--- src/rtl/timer_irq_source_if.sv ---
// Bus-side signal bundle of the countdown timer: word-addressed register
// access plus the interrupt request line toward CP0 HWInt.
interface timer_irq_source_if;
    logic [1:0]  Addr;
    logic        WE;
    logic [31:0] Din;
    logic [31:0] Dout;
    logic        IRQ;

    modport master (output Addr, WE, Din, input Dout, IRQ);
    modport slave  (input Addr, WE, Din, output Dout, IRQ);
endinterface

--- src/rtl/timer_irq_source.sv ---
// Memory-mapped countdown timer raising one HWInt request line; one-shot
// (level IRQ held until acknowledged) or auto-reload (one pulse per period).
module timer_irq_source #(
    parameter logic [31:0] PRESET_RST = 32'h0
) (
    input  logic                clk,
    input  logic                reset,
    timer_irq_source_if.slave   bus
);

    localparam logic [1:0] S_IDLE = 2'd0;
    localparam logic [1:0] S_LOAD = 2'd1;
    localparam logic [1:0] S_CNT  = 2'd2;
    localparam logic [1:0] S_INT  = 2'd3;

    localparam logic [1:0] A_CTRL   = 2'd0;
    localparam logic [1:0] A_PRESET = 2'd1;
    localparam logic [1:0] A_COUNT  = 2'd2;

    logic [1:0]  state;
    logic [3:0]  ctrl;
    logic [31:0] preset;
    logic [31:0] count;
    logic        irq_flag;

    logic        enable;
    logic        auto_reload;
    logic        wr_ctrl;
    logic        wr_preset;

    assign enable      = ctrl[0];
    assign auto_reload = (ctrl[2:1] == 2'b01);
    assign wr_ctrl     = bus.WE && (bus.Addr == A_CTRL);
    assign wr_preset   = bus.WE && (bus.Addr == A_PRESET);

    // Statement order encodes priority: bus ack before the FSM so an expiry
    // set wins, bus CTRL write after the FSM so it beats the hardware clear.
    always_ff @(posedge clk or negedge reset) begin
        if (!reset) begin
            state    <= S_IDLE;
            ctrl     <= '0;
            preset   <= PRESET_RST;
            count    <= '0;
            irq_flag <= 1'b0;
        end else begin
            if (wr_ctrl || wr_preset)
                irq_flag <= 1'b0;

            case (state)
                S_IDLE: begin
                    if (enable)
                        state <= S_LOAD;
                end
                S_LOAD: begin
                    count    <= preset;
                    irq_flag <= 1'b0;
                    state    <= S_CNT;
                end
                S_CNT: begin
                    if (!enable) begin
                        state <= S_IDLE;
                    end else if (count > 32'd1) begin
                        count <= count - 32'd1;
                    end else begin
                        count    <= '0;
                        irq_flag <= 1'b1;
                        state    <= S_INT;
                    end
                end
                S_INT: begin
                    // Reload is folded into INT so the period is max(N,1)+1
                    // and the pulse lasts one cycle.
                    if (auto_reload) begin
                        count    <= preset;
                        irq_flag <= 1'b0;
                        state    <= S_CNT;
                    end else begin
                        ctrl[0] <= 1'b0;
                        state   <= S_IDLE;
                    end
                end
                default: state <= S_IDLE;
            endcase

            if (wr_ctrl)
                ctrl <= bus.Din[3:0];
            if (wr_preset)
                preset <= bus.Din;
        end
    end

    always_comb begin
        bus.Dout = '0;
        case (bus.Addr)
            A_CTRL:   bus.Dout = {28'b0, ctrl};
            A_PRESET: bus.Dout = preset;
            A_COUNT:  bus.Dout = count;
            default:  bus.Dout = '0;
        endcase
    end

    assign bus.IRQ = irq_flag & ctrl[3];

endmodule
--- src/flat_wrapper.sv ---
// flat-port wrapper written by rule: the top's interface ports become plain ports
module timer_irq_source_flat 
#(
    parameter logic [31:0] PRESET_RST = 32'h0
)
  (clk, reset, bus_Addr, bus_WE, bus_Din, bus_Dout, bus_IRQ);
  timer_irq_source_if bus_i ();
  input  logic clk;
  input  logic reset;
  input wire logic [$bits(bus_i.Addr)-1:0] bus_Addr;
  input wire logic [$bits(bus_i.WE)-1:0] bus_WE;
  input wire logic [$bits(bus_i.Din)-1:0] bus_Din;
  output wire logic [$bits(bus_i.Dout)-1:0] bus_Dout;
  output wire logic [$bits(bus_i.IRQ)-1:0] bus_IRQ;
  assign bus_i.Addr = bus_Addr;
  assign bus_i.WE = bus_WE;
  assign bus_i.Din = bus_Din;
  assign bus_Dout = bus_i.Dout;
  assign bus_IRQ = bus_i.IRQ;
  timer_irq_source #(.PRESET_RST(PRESET_RST)) u_core (.clk(clk), .reset(reset), .bus(bus_i));
endmodule
--- config.mk ---
export PLATFORM = sky130hd
export DESIGN_NAME = timer_irq_source_flat
export DESIGN_NICKNAME = d
export VERILOG_FILES = /design/src/rtl/timer_irq_source_if.sv /design/src/rtl/timer_irq_source.sv /design/src/flat_wrapper.sv
export SDC_FILE = /design/constraint.sdc
export NUM_CORES = 1
export LEC_CHECK = 0
export BUFFER_PORTS_ARGS = -buffer_cell sky130_fd_sc_hd__buf_4
export CAP_MARGIN = 20
export CORE_ASPECT_RATIO = 1.75
export CORE_MARGIN = 4
export CORE_UTILIZATION = 30
export CTS_CLUSTER_DIAMETER = 150
export DETAILED_ROUTE_END_ITERATION = 10
export GPL_ROUTABILITY_DRIVEN = 1
export PLACE_DENSITY = 0.47
export SETUP_SLACK_MARGIN = 0.1
export SLEW_MARGIN = 20
export SYNTH_ARGS = -nofsm -noshare
export SYNTH_HDL_FRONTEND = slang
export SYNTH_SLANG_ARGS = --single-unit
--- constraint.sdc ---
create_clock -name clk -period 2.9 [get_ports clk]
set_input_delay 0.58 -clock clk [delete_from_list [all_inputs] [get_ports clk]]
set_output_delay 0.58 -clock clk [all_outputs]
set_load 0.01 [all_outputs]
==> run_results.csv <==
group,metric,value,unit
sta,finalSetupTns,0,ns
detailed_routing,ant_nets,0,
status,status,"finished clean",
sta,timing.final.ws_setup,0.233,ns
floorplanning,die_width,95.1,um
pwr,cellLeakagePower,2.16,nW
floorplanning,fp.dieArea,15300,um^2
global_route,grt_pass1_wl,19.6,mm
worst_setup_path,crit_fanout,11,
detailed_routing,vias,3487,
floorplanning,core-area,13000,um^2
global_route,grt_overflow,0,
clocking,tritoncts,"yes",
logic_synthesis,yosysWarnings,0,
clocking,cts.sinks,71,
logic_synthesis,ys_top_cells_by_count,"dfrtp_1 (71), mux2_2 (35), a22o_1 (32)",
clocking,clkTransAtPathRegs,0.05,ns
logic_synthesis,yosysTopAreaCell,"dfrtp_1",
worst_setup_path,critPathMaxStageDelay,0.61,ns
logic_synthesis,async_flop_share,1.00,
floorplanning,core.rowCount,55,
floorplanning,die_h,160,um
clocking,h-tree-depth,3,
finish,design_area,5040,um^2
clocking,clockBufferDepth,2,
worst_setup_path,cp_top_family,"simple AND/OR/NAND/NOR gates",
detailed_routing,drt_iter0_markers,158,
logic_synthesis,syn-cell-area,3980,um^2
floorplanning,io_pins,70,
worst_setup_path,cp-start-kind,"register",
worst_setup_path,r2r_slack,0.23,ns
logic_synthesis,yosysUniqueCellTypes,50,
sta,worst_pin_slew,0.949,ns
sta,rsz0062_at_grt,"no",
clocking,postCtsSetupRepairBufs,0,
sta,finalHoldViolCount,0,
finish,fin_nets,508,
logic_synthesis,synth_cells,393,
pwr,finalPower,4.70,mW
sta,skew,0.00641,ns
logic_synthesis,ys_seq_area_frac,0.446,
worst_setup_path,cp-end-kind,"register",
global_route,grt_pass1_vias,3595,
finish,diodes,0,
placed_design,dpl_cell_area,4760,um^2
worst_setup_path,critical_path_arrival,2.88,ns
placed_design,io_buffers,69,
detailed_routing,post-route-drc-count,0,
clocking,hold_buffers,0,
finish,area_growth_syn_to_layout,26.7,%
clocking,clock-root-buffer,"clkbuf_16",
worst_setup_path,critPathBufInv,0,
detailed_routing,first_pass_iters,4,
sta,fin_crit,2.67,ns
logic_synthesis,yosysMostFrequentCell,"dfrtp_1",
logic_synthesis,syn-num-nets,432,
finish,layout.cells.non_filler,645,
logic_synthesis,synth_area_leaders,"dfrtp_1 (45%), mux2_2 (9.9%), a22o_1 (7.0%), nand2_1 (2.7%), a221o_1 (2.5%)",
detailed_routing,routed_via_density,5.41,
global_route,antenna_found_initial,0,
placed_design,dpl_worst_slack,0.137,ns
sta,slew_viol_final,0,
worst_setup_path,worstPathRequired,3.11,ns
global_route,grt_max_degree,72,
global_route,grt.total_usage,0.169,
logic_synthesis,ys_seq_elements,71,
min_path,hp-class,"input pin to asynchronous set/reset pin",
pwr,vdd_drop_max,333,uV
pwr,powerDensity,932,nW/um^2
detailed_routing,drt-total-wl,12.6,mm
worst_setup_path,crit_slowest_cell,"or4_1",
placed_design,place_inst,629,
placed_design,gp_congestion,0.861,
finish,drive_gt1_frac,0.323,
detailed_routing,routedWlPerCell,19.6,um
logic_synthesis,syn_area_per_cell,10.1,um^2
logic_synthesis,synth_ff_type,"dfrtp_1",
worst_setup_path,crit_type,"register to register",
clocking,clk_latency,0.33,ns
run,maxCapViolCount,0,
placed_design,dp_hpwl,8.97,mm
clocking,cts_buffers,9,
sta,slew_headroom,0.367,
sta,timing.fmax,0.375,GHz
logic_synthesis,synth-edff-count,0,
sta,fin_crit_sh,0.920,
logic_synthesis,synth_top_area_share,0.446,
floorplanning,initial_core_util,0.306,
worst_setup_path,crit_chain,"or3_1 > or4_1 > o41a_2 > and4_1 > a221o_1",
sta,finalSetupViolCount,0,
[cell usage in the layout (no fill, tap or decap), types with 4 or more instances in the layout]
master	instances
nor3_1	10
mux2_2	35
nand4_1	6
inv_1	11
nor4_1	8
or4_1	6
nor2_1	19
buf_4	93
o211ai_1	8
clkbuf_16	9
o21ai_0	12
mux2i_1	4
clkinv_2	4
o21ai_1	11
and2_1	8
a22oi_1	4
nand3_1	18
dfrtp_1	71
a221o_1	10
nand2_1	28
or3_1	12
a22o_1	32
[registers in the layout, summed over array words and instances (netlist names)]
name / cells
u_core.count: 32
u_core.ctrl: 4
u_core.irq_flag: 1
u_core.preset: 32
u_core.state: 2
[power by group]
group          internal [mW]  switching [mW]
Clock                  0.620           0.413
Combinational          0.894            1.11
Sequential              1.32           0.355
Total                   2.83            1.87
[routing by layer]
layer / vias to the layer above / routed length, um / track usage
met4: 0 / 407 / 0.0795
met5: - / 0 / 0
met1: 1722 / 4840 / 0.190
li1: 1657 / - / -
met3: 25 / 439 / 0.0211
met2: 83 / 6940 / 0.307
[cells by family after synthesis]
group	Yosys count	synth area share
buffers and inverters	39	0.0462
AO/OA/AOI/OAI	107	0.212
adder cells (fa/ha/maj)	2	0.00628
multiplexers	39	0.109
AND/OR/NAND/NOR	135	0.180
flip-flops	71	0.446
[through the flow]
stage | util | hold slack [ns]
floorplan | - | 0.284
global placement | 0.366 | 0.497
detailed placement | 0.366 | 0.505
CTS | 0.387 | 0.440
global route | 0.388 | 0.470
finish | 0.388 | 0.396
[layout make-up]
cell class	instances	area, um^2
inverters	11	41.3
well taps	171	214
clock inverters	4	20.0
flip-flops and latches	71	1780
repair buffers	93	698
clock buffers	12	256
multi-input cells	283	2040
fillers	1358	7960
[final timing paths]
check | startpoint | to | cells after the start
min | reset | u_core.ctrl[3] | 1
min in group clk | bus_Din[4] | u_core.preset[4] | 2
max | u_core.count[24] | u_core.count[12] | 5
min reg2reg | u_core.preset[27] | u_core.count[27] | 2
max in group asynchronous | reset | u_core.preset[12] | 1
max reg2reg | u_core.count[24] | u_core.count[12] | 5
[what timing repair did]
action / in CTS / in global routing
resized for setup: 0 / 2
setup endpoints to repair: 0 / 11
endpoints found under the hold margin: 0 / 0
Note: power is estimated with default switching activity, not from simulation.
